<file path="src/rtl/hz_pkg.sv">
// Shared decode constants, shadow-stage record and operand/writer decode helpers
// for the 5-stage pipeline hazard scheduler.
package hz_pkg;

    localparam logic [4:0] OP_ADD  = 5'd0;
    localparam logic [4:0] OP_SUB  = 5'd1;
    localparam logic [4:0] OP_MUL  = 5'd2;
    localparam logic [4:0] OP_DIV  = 5'd3;
    localparam logic [4:0] OP_MOD  = 5'd4;
    localparam logic [4:0] OP_CMP  = 5'd5;
    localparam logic [4:0] OP_AND  = 5'd6;
    localparam logic [4:0] OP_OR   = 5'd7;
    localparam logic [4:0] OP_NOT  = 5'd8;
    localparam logic [4:0] OP_MOV  = 5'd9;
    localparam logic [4:0] OP_LSL  = 5'd10;
    localparam logic [4:0] OP_LSR  = 5'd11;
    localparam logic [4:0] OP_ASR  = 5'd12;
    localparam logic [4:0] OP_NOP  = 5'd13;
    localparam logic [4:0] OP_LD   = 5'd14;
    localparam logic [4:0] OP_ST   = 5'd15;
    localparam logic [4:0] OP_BEQ  = 5'd16;
    localparam logic [4:0] OP_BGT  = 5'd17;
    localparam logic [4:0] OP_B    = 5'd18;
    localparam logic [4:0] OP_CALL = 5'd19;
    localparam logic [4:0] OP_RET  = 5'd20;

    localparam int OP_HI  = 31;
    localparam int OP_LO  = 27;
    localparam int IMM_BIT = 26;
    localparam int RD_HI  = 25;
    localparam int RD_LO  = 22;
    localparam int RS1_HI = 21;
    localparam int RS1_LO = 18;
    localparam int RS2_HI = 17;
    localparam int RS2_LO = 14;

    localparam logic [3:0] RA_REG = 4'd15;

    localparam logic [1:0] FWD_RF = 2'b00;
    localparam logic [1:0] FWD_MA = 2'b01;
    localparam logic [1:0] FWD_RW = 2'b10;

    typedef enum logic {RUN = 1'b0, MC_BUSY = 1'b1} state_t;

    typedef struct packed {
        logic       valid;
        logic       writes;
        logic [3:0] dst;
        logic       is_ld;
        logic [3:0] s1;
        logic [3:0] s2;
        logic       uses_s1;
        logic       uses_s2;
    } shadow_t;

    localparam shadow_t SHADOW_NOP = '0;

    function automatic logic uses_s1(input logic [4:0] op);
        return (op <= OP_OR) || (op inside {OP_LSL, OP_LSR, OP_ASR, OP_LD, OP_ST, OP_RET});
    endfunction

    // st reads its data register through the second port
    function automatic logic uses_s2(input logic [4:0] op, input logic imm);
        return (!imm && (op <= OP_ASR)) || (op == OP_ST);
    endfunction

    function automatic logic writes_rd(input logic [4:0] op);
        return (op <= OP_MOD) || ((op >= OP_AND) && (op <= OP_ASR)) ||
               (op == OP_LD) || (op == OP_CALL);
    endfunction

    function automatic logic is_multicycle(input logic [4:0] op);
        return op inside {OP_MUL, OP_DIV, OP_MOD};
    endfunction

endpackage

</file>
<file path="src/rtl/hz_fwd_sel.sv">
// One EX operand forward select: youngest in-flight writer (MA) wins over RW.
module hz_fwd_sel
    import hz_pkg::*;
(
    input  logic       uses,
    input  logic [3:0] src,
    input  logic       ma_ok,
    input  logic [3:0] ma_dst,
    input  logic       rw_ok,
    input  logic [3:0] rw_dst,
    output logic [1:0] sel
);

    always_comb begin
        sel = FWD_RF;
        if (uses && ma_ok && (ma_dst == src)) begin
            sel = FWD_MA;
        end else if (uses && rw_ok && (rw_dst == src)) begin
            sel = FWD_RW;
        end
    end

endmodule

</file>
<file path="src/rtl/hazard_sched.sv">
// Stall/bubble/flush and forwarding control for the IF-ID-EX-MA-RW pipeline.
//   state   | meaning
//   RUN     | normal issue; load-use and branch squash resolved here
//   MC_BUSY | mul/div/mod held in EX while cnt_q counts down to 1
module hazard_sched
    import hz_pkg::*;
#(
    parameter int MUL_LAT = 3,
    parameter int DIV_LAT = 8
) (
    input  logic        clk,
    input  logic        rst_n,
    input  logic        id_valid,
    input  logic [31:0] id_instr,
    input  logic        ex_taken,
    output logic        stall_front,
    output logic        bubble_ex,
    output logic        flush_ifid,
    output logic        ex_hold,
    output logic        bubble_ma,
    output logic [1:0]  fwd_a,
    output logic [1:0]  fwd_b,
    output logic        mc_busy
);

    state_t     state_q, state_d;
    logic [3:0] cnt_q, cnt_d;
    shadow_t    ex_q, ex_d, ma_q, ma_d, rw_q, rw_d;
    shadow_t    id_dec;

    logic [4:0] id_op;
    logic [3:0] id_rd, id_rs1, id_rs2;
    logic       id_imm;
    logic       load_use;
    logic       mc_long;
    logic [3:0] mc_cnt_init;
    logic [1:0] fwd_a_sel, fwd_b_sel;
    logic       unused_bits;

    assign id_op  = id_instr[OP_HI:OP_LO];
    assign id_imm = id_instr[IMM_BIT];
    assign id_rd  = id_instr[RD_HI:RD_LO];
    assign id_rs1 = id_instr[RS1_HI:RS1_LO];
    assign id_rs2 = id_instr[RS2_HI:RS2_LO];
    assign unused_bits = ^{id_instr[13:0], rw_q.is_ld, rw_q.s1, rw_q.s2, rw_q.uses_s1, rw_q.uses_s2};

    always_comb begin
        id_dec = SHADOW_NOP;
        if (id_valid) begin
            id_dec.valid   = 1'b1;
            id_dec.uses_s1 = uses_s1(id_op);
            id_dec.s1      = (id_op == OP_RET) ? RA_REG : id_rs1;
            id_dec.uses_s2 = uses_s2(id_op, id_imm);
            id_dec.s2      = (id_op == OP_ST) ? id_rd : id_rs2;
            id_dec.writes  = writes_rd(id_op);
            id_dec.dst     = (id_op == OP_CALL) ? RA_REG : id_rd;
            id_dec.is_ld   = (id_op == OP_LD);
        end
    end

    assign load_use = ex_q.valid && ex_q.is_ld && ex_q.writes &&
                      ((id_dec.uses_s1 && (id_dec.s1 == ex_q.dst)) ||
                       (id_dec.uses_s2 && (id_dec.s2 == ex_q.dst)));

    assign mc_long     = (id_op == OP_MUL) ? (MUL_LAT > 1) : (DIV_LAT > 1);
    assign mc_cnt_init = (id_op == OP_MUL) ? 4'(MUL_LAT - 1) : 4'(DIV_LAT - 1);

    always_ff @(posedge clk or negedge rst_n) begin
        if (!rst_n) begin
            state_q <= RUN;
            cnt_q   <= '0;
            ex_q    <= SHADOW_NOP;
            ma_q    <= SHADOW_NOP;
            rw_q    <= SHADOW_NOP;
        end else begin
            state_q <= state_d;
            cnt_q   <= cnt_d;
            ex_q    <= ex_d;
            ma_q    <= ma_d;
            rw_q    <= rw_d;
        end
    end

    // The busy count starts as the op is clocked into EX, so the op spends
    // LAT-1 cycles in MC_BUSY plus the final RUN cycle in EX.
    always_comb begin
        state_d = state_q;
        cnt_d   = cnt_q;
        case (state_q)
            RUN: begin
                if (id_valid && is_multicycle(id_op) && mc_long && !bubble_ex) begin
                    state_d = MC_BUSY;
                    cnt_d   = mc_cnt_init;
                end
            end
            MC_BUSY: begin
                cnt_d = (cnt_q == 4'd0) ? 4'd0 : cnt_q - 4'd1;
                if (cnt_q <= 4'd1) begin
                    state_d = RUN;
                end
            end
            default: begin
                state_d = RUN;
                cnt_d   = '0;
            end
        endcase
    end

    always_comb begin
        stall_front = 1'b0;
        bubble_ex   = 1'b0;
        flush_ifid  = 1'b0;
        ex_hold     = 1'b0;
        bubble_ma   = 1'b0;
        mc_busy     = 1'b0;
        fwd_a       = FWD_RF;
        fwd_b       = FWD_RF;
        if (rst_n) begin
            fwd_a = fwd_a_sel;
            fwd_b = fwd_b_sel;
            if (state_q == MC_BUSY) begin
                mc_busy     = 1'b1;
                ex_hold     = 1'b1;
                stall_front = 1'b1;
                bubble_ma   = 1'b1;
            end else if (ex_taken) begin
                flush_ifid = 1'b1;
                bubble_ex  = 1'b1;
            end else if (load_use) begin
                stall_front = 1'b1;
                bubble_ex   = 1'b1;
            end
        end
    end

    always_comb begin
        ex_d = ex_q;
        ma_d = ma_q;
        rw_d = ma_q;
        if (ex_hold) begin
            ma_d = SHADOW_NOP;
        end else begin
            ma_d = ex_q;
            ex_d = bubble_ex ? SHADOW_NOP : id_dec;
        end
    end

    hz_fwd_sel u_fwd_a (
        .uses   (ex_q.uses_s1),
        .src    (ex_q.s1),
        .ma_ok  (ma_q.valid && ma_q.writes && !ma_q.is_ld),
        .ma_dst (ma_q.dst),
        .rw_ok  (rw_q.valid && rw_q.writes),
        .rw_dst (rw_q.dst),
        .sel    (fwd_a_sel)
    );

    hz_fwd_sel u_fwd_b (
        .uses   (ex_q.uses_s2),
        .src    (ex_q.s2),
        .ma_ok  (ma_q.valid && ma_q.writes && !ma_q.is_ld),
        .ma_dst (ma_q.dst),
        .rw_ok  (rw_q.valid && rw_q.writes),
        .rw_dst (rw_q.dst),
        .sel    (fwd_b_sel)
    );

endmodule

</file>
<file path="config.mk">
export PLATFORM = sky130hd
export DESIGN_NAME = hazard_sched
export DESIGN_NICKNAME = d
export VERILOG_FILES = /design/src/rtl/hz_pkg.sv /design/src/rtl/hz_fwd_sel.sv /design/src/rtl/hazard_sched.sv
export SDC_FILE = /design/constraint.sdc
export NUM_CORES = 1
export LEC_CHECK = 0
export CORE_ASPECT_RATIO = 1.1
export CORE_MARGIN = 3
export CORE_UTILIZATION = 56
export DETAILED_ROUTE_END_ITERATION = 16
export PLACE_DENSITY = 0.89
export SYNTH_ARGS = -nofsm -noshare
export SYNTH_HDL_FRONTEND = slang
export SYNTH_HIERARCHICAL = 1
export SYNTH_SLANG_ARGS = --single-unit
</file>
<file path="constraint.sdc">
create_clock -name clk -period 9.27 [get_ports clk]
set_input_delay 2.781 -clock clk [delete_from_list [all_inputs] [get_ports clk]]
set_output_delay 2.781 -clock clk [all_outputs]
set_load 0.005 [all_outputs]
</file>
# After elaboration in Yosys (flattened, before gate mapping)
# Cells that the tools add are included.
[totals] ff_bits=35 in_bits=36 output_inout_bits=10
[op_classes] n_addsub=1 order_cmp=5 eq_ne=17 mux=31 bitwise_logic=1 n_reduce_logical=32
[op_table] operator="$mux W17" n=3
[op_table] operator="$eq A5 B4 Y1 const B" n=5
[op_table] operator="$eq A4 B4 Y1" n=6
[op_table] operator="$logic_and A1 B1 Y1" n=20
[op_table] operator="$mux W4" n=5
[op_table] operator="$mux W1" n=14
[op_table] operator="$mux W2" n=6
[op_table] operator="$eq A5 B2 Y1 const B" n=2
[op_table] operator="$eq A5 B5 Y1 const B" n=2
[op_table] operator="$le A5 B3 Y1 const B" n=2
[op_table] operator="$pmux W4 S2" n=1
[op_table] operator="$logic_or A1 B1 Y1" n=6
[op_table] operator="$reduce_bool A6 Y1" n=1
[op_table] operator="$eq A5 B3 Y1 const B" n=1
[op_table] operator="$ge A5 B3 Y1 const B" n=1
[op_table] operator="$le A5 B4 Y1 const B" n=1
[op_table] operator="$le A4 B1 Y1 const B" n=1
[op_table] operator="$logic_not A4 Y1" n=1
[op_table] operator="$sub A4 B1 Y4 const B" n=1
[op_table] operator="$logic_not A1 Y1" n=3
[op_table] operator="$mux W3" n=1
[op_table] operator="$reduce_bool A3 Y1" n=1
[op_table] operator="$ne A2 B2 Y1 const B" n=1
[op_table] operator="$pmux W1 S2" n=1
[op_table] operator="$not A1 Y1" n=1

# Depth between registers and ports, before layout
# Gate-level depths: netlist of the first run.
[logic_depth] word_depth=18 depth_mapped=9 mapped_depth_nobuf=7

# Cells and area by module
# Netlist of the first run, hierarchy kept.
[modules_own_cells] mod="hazard_sched" instances=1 cells_per_inst=204 area_each_um2=2039.5
[modules_own_cells] mod="hz_fwd_sel" instances=2 cells_per_inst=14 area_each_um2=121.4

# Worst setup path after synthesis of the first run
# No wires, ideal clock.
[synth_timing] kind="input to output" start="input id_instr[29]" end="output stall_front" arrival_time_ns=4.130 t_required_ns=6.489 path_slack_ns=2.359 cell_stages=8 path_buffers=1 path_cell_list="buf_4 > and4_4 > and3_1 > nor3_1 > o2111ai_2 > o21ai_0 > a21oi_1 > nor2b_1"
[synth_via] elab_chain_len=11
[synth_rtl] element="start: declaration" line="hazard_sched.sv:14" rtl="input logic [31:0] id_instr,"
[synth_rtl] element="$le A5 B4 Y1 (tied with other cells)" line="hz_pkg.sv:64" rtl="return (!imm && (op <= OP_ASR)) || (op == OP_ST);"
[synth_rtl] element="$logic_and A1 B1 Y1 (tied with other cells)" line="hz_pkg.sv:64"
[synth_rtl] element="$logic_or A1 B1 Y1 (tied with other cells)" line="hz_pkg.sv:64"
[synth_rtl] element="$mux W17 (*)" line="hazard_sched.sv:49" rtl="if (id_valid) begin"
[synth_rtl] element="$logic_and A1 B1 Y1, on equally long branches" line="hazard_sched.sv:63, hazard_sched.sv:62"
[synth_rtl] element="$logic_or A1 B1 Y1 (*)" line="hazard_sched.sv:62" rtl="((id_dec.uses_s1 && (id_dec.s1 == ex_q.dst)) ||"
[synth_rtl] element="$logic_and A1 B1 Y1 (*)" line="hazard_sched.sv:61" rtl="assign load_use = ex_q.valid && ex_q.is_ld && ex_q.writes &&"
[synth_rtl] element="$mux W1 (*)" line="hazard_sched.sv:129" rtl="end else if (load_use) begin"
[synth_rtl] element="$mux W1 (*)" line="hazard_sched.sv:126" rtl="end else if (ex_taken) begin"
[synth_rtl] element="$mux W1 (*)" line="hazard_sched.sv:121" rtl="if (state_q == MC_BUSY) begin"
[synth_rtl] element="$mux W1 (*)" line="hazard_sched.sv:118" rtl="if (rst_n) begin"
[synth_rtl] element="end: declaration" line="hazard_sched.sv:16" rtl="output logic stall_front,"
# Mark *: on every way between the ends. The rest lies on a longest branch, timed or not.

# Worst setup path in the final report of the first run
[layout_timing] start="input id_valid" end="output stall_front"
[layout_via] elab_chain_len=9
[layout_rtl] element="start: declaration" line="hazard_sched.sv:13" rtl="input logic id_valid,"
[layout_rtl] element="$mux W17 (*)" line="hazard_sched.sv:49"
[layout_rtl] element="$eq A4 B4 Y1, on equally long branches" line="hazard_sched.sv:62, hazard_sched.sv:63"
[layout_rtl] element="$logic_and A1 B1 Y1, on equally long branches" line="hazard_sched.sv:62, hazard_sched.sv:63"
[layout_rtl] element="$logic_or A1 B1 Y1 (*)" line="hazard_sched.sv:62"
[layout_rtl] element="$logic_and A1 B1 Y1 (*)" line="hazard_sched.sv:61"
[layout_rtl] element="$mux W1 (*)" line="hazard_sched.sv:129"
[layout_rtl] element="$mux W1 (*)" line="hazard_sched.sv:126"
[layout_rtl] element="$mux W1 (*)" line="hazard_sched.sv:121"
[layout_rtl] element="$mux W1 (*)" line="hazard_sched.sv:118"
# Marked as above.

==> impl_results.md, run 1 <==
- Layout Utilization: 0.7152
- Min-delay src: ma_q[16]$_DFF_PN0_
- Hold worst-path end: rw_q[16]$_DFF_PN0_
- Crit end category: primary output
- Largest net degree at the start of global routing: 45
- First-pass DRT Iterations: 4
- P_leak: 1.106 nW
- Worst min-delay path class: reg2reg
- Boundary Pins: 46
- Initial antenna violation count: 0
- Ys Warns: 6
- Startpoint Class: input port
- Gr ovfl total: 0
- Setup Buffers After CTS: 0
- CP Data Required Time: 6490 ps
- Syn-to-layout area delta: 18.15%
- Register area share after synthesis: 0.3838
- Synthesized cell area: approximately 2300 um2
- First-pass GRT wire length: between 8 and 9 mm
- Run status: finished clean
- WP data arrival: approximately 5500 ps
- RSZ-0062 raised after global routing: no
- Syn_area_per_cell: approximately 9.8 um2
- Remaining DRCs: 0
- CTS tree: built
- CTS Buf Count: 5
- Fmax: roughly 0.12 GHz
- Clock Sinks: 35
- Prevailing post-synth register cell: dfrtp_1
- Worst slew margin: 0.4514
- Routed wire length: 4.904 mm
- Initial DRC Count: 68
- Hold buffers post-CTS: 0
- Die Span Y: 72.96 um
- Total die area: about 5000 um2
- Cells after synthesis: 232
- Routability-driven placement congestion ratio: about 0.86
- Syn Nets: ~270
- Final Hold Viols: 0
- Fillers: ~300
- EDFF count, synth: 0
- Core area: 3770 um2
- Setup Total Neg Slack: 0 ps
- Post-synth top area share: 0.3838
- Root Driver: clkbuf_8
- Number of global-route vias before repair: 1836
- FFs w/ async S/R, synth: 1.000
- Final worst-path cycle share: 0.8925
- Worst Skew: 9.347 ps
- Yosys cell types: 60
- Synth area leaders: dfrtp_1, a22o_1, nor2_1, xnor2_1, nor2b_1
- Routed len/inst: ~16 um
- Yosys top cell by area: dfrtp_1
- Post-DRT Antenna Nets: 0
- ANT cells: 0
- Crit path kind: in2out
- Vias per cell: 6.010
- Post-DP HPWL: 3.559 mm
- Area of the multi-input gates: between 1000 and 1500 um2
- Worst r2r dst: ex_q[15]$_DFFE_PN0N_
- Starting Density: 0.6054
- Clk_lat worst skew: 290 ps
- Worst Setup SP: id_valid
- Htree depth: 2
- PortBufs: 31
- Setup violators final: 0
- FP Rows: 23
- Worst-Margin Slew: 811.5 ps
- FF+latch area: 875.8 um2
- Vias: 1857
- RR Startpoint: ex_q[10]$_DFFE_PN0N_
- # resized after CTS: 0
- Synthesized flop and latch total: 35
- Setup WS post-layout: approximately 1000 ps
- Hold depth: 0
- Pre-CTS WS: 1038 ps
- Min Clock Period, post-route: about 8300 ps
- Max Cap Viol: 0
- Layout cells sized above 1: 0.1429
- Max clock buf depth: 2
- Gr usage total: 0.2242
- Pwr/cell area: 154.4 nW/um2
- Die Width: roughly 67 um
- Worst Reg2Reg Path Length in Cells: 7
- Power, Total: around 0.42 mW
- Final-stage net count: between 200 and 300
- Pins over their slew limit: 0
- Clock transition at the registers of the reported paths: about 70 ps
- Peak VDD IR: around 0.10 mV
- Internal reg-to-reg setup slack: 6990 ps
- Crit-path max FO: 13
==> routing by layer <==
layer / GRT usage / routed length [um]
met2: 0.3722 / 2448
met4: 0.09459 / 107
met1: 0.2899 / 2118
met3: 0.03544 / 229
met5: 0 / 0
==> critical path: stages <==
cell             delay [ps]
clkdlybuf4s50_1         640
inv_2                   190
or4_4                   580
a2111oi_4               240
nand2_1                 150
o21ai_0                 160
a21oi_1                 110
nor2b_1                 120
clkdlybuf4s50_1         510
==> cell families after synthesis <==
logic type	count (synthesis)	synth area share
XOR/XNOR	18	0.06908
AND/OR/NAND/NOR	96	0.2527
buffers and inverters	20	0.04770
multiplexers	3	0.01371
flip-flops	35	0.3838
AO/OA/AOI/OAI	60	0.2330
==> cell type report <==
class | instances | area share
well taps | 50 | 0.02320
clock buffers | 6 | 0.03063
repair buffers | 33 | 0.1188
flip-flops and latches | 35 | 0.3248
clock inverters | 2 | 0.01299
inverters | 6 | 0.008353
multi-input cells | 177 | 0.4812
==> cells in the final DEF (no fill, tap or decap), types with 2 or more instances in the layout <==
master / netlist / routed
a2111oi_4: 2 / 2
a211oi_2: 2 / 2
a21oi_1: 9 / 9
a22o_1: 13 / 13
a22oi_1: 2 / 2
a31oi_1: 2 / 2
a32o_1: 5 / 5
and2_1: 7 / 7
and2_2: 2 / 2
and3_4: 2 / 2
and4b_1: 2 / 2
buf_4: 7 / 2
clkbuf_8: 0 / 6
clkdlybuf4s50_1: 0 / 30
dfrtp_1: 35 / 35
inv_1: 5 / 5
mux2i_1: 2 / 2
nand2_1: 5 / 5
nand2b_1: 7 / 7
nand3_1: 7 / 7
nand4_1: 2 / 2
nor2_1: 29 / 29
nor2b_1: 13 / 13
nor3_1: 2 / 2
nor3_2: 3 / 3
nor4b_1: 3 / 3
o21a_1: 2 / 2
o21ai_0: 4 / 4
o21ai_1: 3 / 3
o31ai_1: 2 / 2
xnor2_1: 12 / 12
xor2_1: 6 / 6
==> sequential cells by signal (all words and copies together), names as in the netlist <==
register and flops:
ex_q 17, ma_q 7, rw_q 6, cnt_q 4, state_q 1
==> synthesized netlist by cell type, types with 4 or more instances <==
library cell	number
nor2_1	29
clkbuf_1	6
o21ai_0	4
nand2_1	5
xor2_1	6
a32o_1	5
a22o_1	13
and2_1	7
a21oi_1	9
nand2b_1	7
buf_4	7
nor2b_1	13
inv_1	5
dfrtp_1	35
nand3_1	7
xnor2_1	12
==> report_power, final <==
group	switching [mW]	leakage (nW)	internal (mW)	total (mW)
Combinational	0.0413	0.587	0.0427	0.0839
Clock	0.0554	0.0612	0.0870	0.142
Sequential	0.0219	0.458	0.168	0.190
Total	0.118	1.11	0.298	0.416
==> metrics by stage <==
step	instances	hold slack [ps]	area, um2
floorplan	232	353.5	2282
global placement	301	355.3	2579
detailed placement	301	358.7	2579
CTS	309	374.8	2696
global route	309	388.2	2696
finish	309	372.4	2696
==> how the worst max path moves through the flow <==
stage | endpoint | slack (ps) | cells after the start
6_report | stall_front | 1000 | 9
3_3_place_gp | stall_front | 1060 | 9
4_1_cts | stall_front | 1020 | 9
3_5_place_dp | stall_front | 1040 | 9
2_1_floorplan | stall_front | 2360 | 8
5_1_grt | stall_front | 750 | 9
Note: power is estimated with default switching activity, not from simulation.
==> run 2: changes to the inputs <==
--- a/config.mk
+++ b/config.mk
@@ -7,9 +7,8 @@
 export LEC_CHECK = 0
 export CORE_ASPECT_RATIO = 1.1
 export CORE_MARGIN = 3
-export CORE_UTILIZATION = 56
+export CORE_UTILIZATION = 34
 export DETAILED_ROUTE_END_ITERATION = 16
-export PLACE_DENSITY = 0.89
 export SYNTH_ARGS = -nofsm -noshare
 export SYNTH_HDL_FRONTEND = slang
 export SYNTH_HIERARCHICAL = 1
==> impl_results.md, run 2 (synthesis gave the netlist of run 1 again) <==
- Run status: finished clean
- ANT cells: 0
- WP data arrival: about 5500 ps
- Crit-path max FO: 13
- Worst min-delay path class: reg2reg
- Post-DP HPWL: ~3.8 mm
- RR Startpoint: ex_q[10]$_DFFE_PN0N_
- CP delay by family, top: buffers and inverters
- Initial antenna violation count: 0
- Setup violators final: 0
- Power, Total: around 0.41 mW
- Clock Sinks: 35
- Routed len/inst: around 15 um
- Worst-Margin Slew: about 790 ps
- Total die area: 7732 um2
- Final-stage net count: ~290
- Non-filler cells, final: 339
- Die Span Y: ~90 um
- Final worst-path cycle share: 0.8907
- Gr usage total: 0.1411
- Crit path kind: in2out
- # resized after CTS: 0
- Min Clock Period, post-route: between 8000 and 9000 ps
- Fmax: ~0.12 GHz
- Largest net degree at the start of global routing: 36
- Initial DRC Count: 76
- Post-DRT Antenna Nets: 0
- Layout cells sized above 1: 0.1429
- Core area: 6344 um2
- Pins over their slew limit: 0
- First-pass GRT wire length: 8.873 mm
- Worst Setup SP: id_valid
- Remaining DRCs: 0
- WP buf/inv: 3
- Routability-driven placement congestion ratio: around 0.75
- WHS: 375.0 ps
- Syn-to-layout area delta: 19.57%
- Vias: between 1500 and 2000
- Commonest non-fill, non-tap cells in the layout: dfrtp_1, clkdlybuf4s50_1, nor2_1
- Routed wire length: roughly 5 mm
- Number of global-route vias before repair: approximately 1800
- P_leak: roughly 1.1 nW
- Most common cell after layout, fill and taps aside: dfrtp_1
- PortBufs: 31
- Min-delay src: ma_q[16]$_DFF_PN0_
- Largest registers: ex_q: 17 flops, ma_q: 7 flops, rw_q: 6 flops
- Pwr/cell area: 150.4 nW/um2
- Worst slew margin: 0.4662
- Internal reg-to-reg setup slack: 7030 ps
- Crit path max-delay cell type: clkdlybuf4s50_1
- Die Width: roughly 84 um
- Layout Utilization: 0.4302
- Startpoint Class: input port
- Gr ovfl total: 0
- Final Hold Viols: 0
- Clk_lat worst skew: about 290 ps
- First-pass DRT Iterations: 4
- CTS tree: built
- Max Cap Viol: 0
- Placed insts: about 330
- Setup Buffers After CTS: 0
- Clock transition at the registers of the reported paths: ~70 ps
- CP Data Required Time: 6490 ps
- Crit end category: primary output
- Setup Total Neg Slack: 0 ps
- Max clock buf depth: 2
- Most flop-heavy register: ex_q
- Starting Density: 0.3598
- Hold buffers post-CTS: 0
- RSZ-0062 raised after global routing: no
- FP Rows: 30
- Htree depth: 2
- Worst Skew: slightly above 6 ps
- CTS Buf Count: 5
- Vias per cell: around 5.3
- Crit-path max cell delay: roughly 660 ps
- Crit-path cells: clkdlybuf4s50_1 -> inv_2 -> or4_4 -> a2111oi_4 -> nand2_1 -> o21ai_0 -> a21oi_1 -> nor2b_1 -> clkdlybuf4s50_1
- Boundary Pins: 46
- CP dominant cell by count: clkdlybuf4s50_1
- Root Driver: clkbuf_8
- Largest register FFs: 17
- Peak VDD IR: between 0.05 and 0.06 mV
-- run 2: worst paths after layout --
check	end	cells after the start
max in group asynchronous	ex_q[3]$_DFFE_PN0N_	2
hold / removal	rw_q[16]$_DFF_PN0_	0
setup / recovery	stall_front	9
min in group asynchronous	cnt_q[0]$_DFFE_PN0P_	1
setup reg to reg	ex_q[3]$_DFFE_PN0N_	7
hold reg to reg	rw_q[16]$_DFF_PN0_	0
-- run 2: layout make-up --
type	count	area (um2)
flip-flops and latches	35	875.8
clock inverters	3	43.79
fillers	633	3615
repair buffers	33	320.3
inverters	6	22.52
clock buffers	5	68.82
well taps	80	100.1
multi-input cells	177	1297
-- run 2: routing by layer --
| layer | GRT usage | part of all wire | vias up |
|---|---|---|---|
| met5 | 0 | 0 | - |
| met4 | 0.04424 | 0.017 | 0 |
| li1 | - | - | 894 |
| met2 | 0.2230 | 0.46 | 41 |
| met1 | 0.1946 | 0.48 | 863 |
| met3 | 0.02606 | 0.039 | 8 |
-- run 2: through the flow --
stage / worst slack (ps) / cell area (um2)
finish: 1013 / 2729
global route: 803.5 / 2729
CTS: 1006 / 2729
detailed placement: 1011 / 2616
global placement: 1009 / 2616
floorplan: 2359 / 2282
-- run 2: power breakdown --
part	leakage, nW	internal, mW	switching, mW
sequential	0.458	0.168	0.0208
combinational	0.587	0.0426	0.0409
clock	0.0581	0.0800	0.0580
==> run 3: changes to the inputs <==
--- a/config.mk
+++ b/config.mk
@@ -5,10 +5,11 @@
 export SDC_FILE = /design/constraint.sdc
 export NUM_CORES = 1
 export LEC_CHECK = 0
-export CORE_ASPECT_RATIO = 1.1
+export CORE_ASPECT_RATIO = 1.5
 export CORE_MARGIN = 3
 export CORE_UTILIZATION = 34
 export DETAILED_ROUTE_END_ITERATION = 16
+export SETUP_SLACK_MARGIN = 0.4
 export SYNTH_ARGS = -nofsm -noshare
 export SYNTH_HDL_FRONTEND = slang
 export SYNTH_HIERARCHICAL = 1
==> impl_results.md, run 3 (synthesis gave the netlist of run 1 again) <==
- Run status: finished clean
- Peak VDD IR: 0.07744 mV
- Clock transition at the registers of the reported paths: ~70 ps
- CP dominant cell by count: clkdlybuf4s50_1
- Number of global-route vias before repair: between 1500 and 2000
- Crit-path max FO: 13
- Clk_lat worst skew: about 290 ps
- Largest registers: ex_q: 17 flops, ma_q: 7 flops, rw_q: 6 flops
- Psw: roughly 0.12 mW
- Startpoint Class: input port
- Final worst-path cycle share: 0.8980
- ANT cells: 0
- Post-DP HPWL: roughly 3.9 mm
- GR Util met1: 0.1852
- Pins over their slew limit: 0
- FP Rows: 35
- Fmax: around 0.12 GHz
- Max clock buf depth: 2
- RR Startpoint: ex_q[16]$_DFFE_PN0N_
- Commonest non-fill, non-tap cells in the layout: dfrtp_1, clkdlybuf4s50_1, nor2_1
- Final Hold Viols: 0
- Layout cells sized above 1: 0.1395
- Clock Sinks: 35
- Pwr/cell area: approximately 150 nW/um2
- Most flop-heavy register: ex_q
- Fillers: roughly 660
- Met2 Track Usage GR: 0.2487
- P_leak: around 1.1 nW
- Largest register FFs: 17
- PortBufs: 31
- Initial DRC Count: 58
- Root Driver: clkbuf_8
- Min Clock Period, post-route: roughly 8300 ps
- First-pass GRT wire length: a little under 9 mm
- Worst min-delay path class: reg2reg
- Sw Share: 0.2832
- CTS tree: built
- Total die area: 7752 um2
- WHS: around 380 ps
- Initial antenna violation count: 0
- Final-stage net count: about 290
- Remaining DRCs: 0
- Worst slew margin: 0.3834
- Worst-Margin Slew: around 900 ps
- Setup Total Neg Slack: 0 ps
- First-pass DRT Iterations: 4
- RSZ-0062 raised after global routing: no
- Largest net degree at the start of global routing: 29
- Finished layout cell area: 2719 um2
- Hold depth: 0
- Min-delay src: ma_q[16]$_DFF_PN0_
- # resized after CTS: 0
- Vias: 1807
- Gr ovfl total: 0
- CTS Buf Count: 5
- Comb pwr share: 0.201
- Vias per cell: around 5.4
- Htree depth: 2
- Gr usage total: 0.1455
- Grt peak-use layer: met2
- Crit-path max cell delay: between 600 and 700 ps
- Max Cap Viol: 0
- Crit end category: primary output
- CP Data Required Time: 6490 ps
- Hold buffers post-CTS: 0
- Setup violators final: 0
- WP data arrival: about 5500 ps
- Crit-path cells: clkdlybuf4s50_1 -> and4b_1 -> a22oi_1 -> nor3_1 -> o2111ai_2 -> o21ai_0 -> a21oi_1 -> nor2b_1 -> clkdlybuf4s50_1
- Post-DRT Antenna Nets: 0
- Core area: 6306 um2
- Most common cell after layout, fill and taps aside: dfrtp_1
- Routed len/inst: 15.75 um
- Die Width: about 73 um
- Syn-to-layout area delta: 19.13%
- Crit path max-delay cell type: clkdlybuf4s50_1
- Setup Buffers After CTS: 0
- Starting Density: 0.3619
- GR Layer Usage met3: 0.01703
- Worst Reg2Reg Path Length in Cells: 7
- Routability-driven placement congestion ratio: 0.8374
- Internal cell power: around 0.30 mW
- Routed wire length: ~5.2 mm
- Placement Cell Area: 2601 um2
- Worst Skew: 4.913 ps
- Worst Setup SP: id_instr[31]
- Clk pwr share: 0.343
- Die Span Y: roughly 110 um
- Sequential power share: 0.456
- Crit path kind: in2out
- Boundary Pins: between 40 and 50
## run 3: cell count changes in the layout (fill, tap and decap cells not counted)
cell      delta
buf_4        -1
clkbuf_8     +1
clkinv_4     -1
## run 3: path summary, 6_finish.rpt
kind / to / slack (ps)
setup / recovery: stall_front / 950
hold / removal: rw_q[16]$_DFF_PN0_ / 380
setup reg to reg: ex_q[3]$_DFFE_PN0N_ / 6980
hold reg to reg: rw_q[16]$_DFF_PN0_ / 380
max in group asynchronous: ex_q[8]$_DFFE_PN0N_ / 6210
min in group asynchronous: cnt_q[2]$_DFFE_PN0P_ / 2380
## run 3: area by class of cell
type	instances	area, um2	area share
timing repair buffer	32	312.8	0.1150
tap	74	92.59	0.03405
inverter	6	22.52	0.008283
sequential	35	875.8	0.3221
multi-input combinational	177	1297	0.4772
clock buffer	6	82.58	0.03037
clock inverter	2	35.03	0.01289
## run 3: worst max-delay path: cells and delay by family
family	cells	cell delay (ps)
buffers and inverters	2	1140
and+or+nand+nor	3	840
AOI/OAI and AO/OA	4	780
## run 3: metrics by stage
stage | setup WS (ps) | utilization | power, mW | std cells
final | 945.9 | 0.4312 | 0.4151 | 332
after global routing | 757.3 | 0.4312 | 0.4388 | 332
after CTS | 959.7 | 0.4312 | 0.4200 | 332
after detailed placement | 977.9 | 0.4125 | 0.2761 | 324
after global placement | 998.7 | 0.4125 | 0.2746 | 324
after floorplan | 2359 | - | 0.2466 | 232
## run 3: power groups by stage
| stage | clock network [mW] | logic, mW | registers, mW |
|---|---|---|---|
| finish | 0.142 | 0.0835 | 0.189 |
| global route | 0.152 | 0.0928 | 0.194 |
| CTS | 0.146 | 0.0844 | 0.189 |
| detailed placement | 0 | 0.0842 | 0.192 |
| global placement | 0 | 0.0832 | 0.191 |
| floorplan | 0 | 0.0610 | 0.186 |
## run 3: metal layers
layer / part of all wire / wire (um)
met2: 0.50 / 2639
met3: 0.031 / 162
met4: 0.023 / 121
met5: 0 / 0
met1: 0.44 / 2305
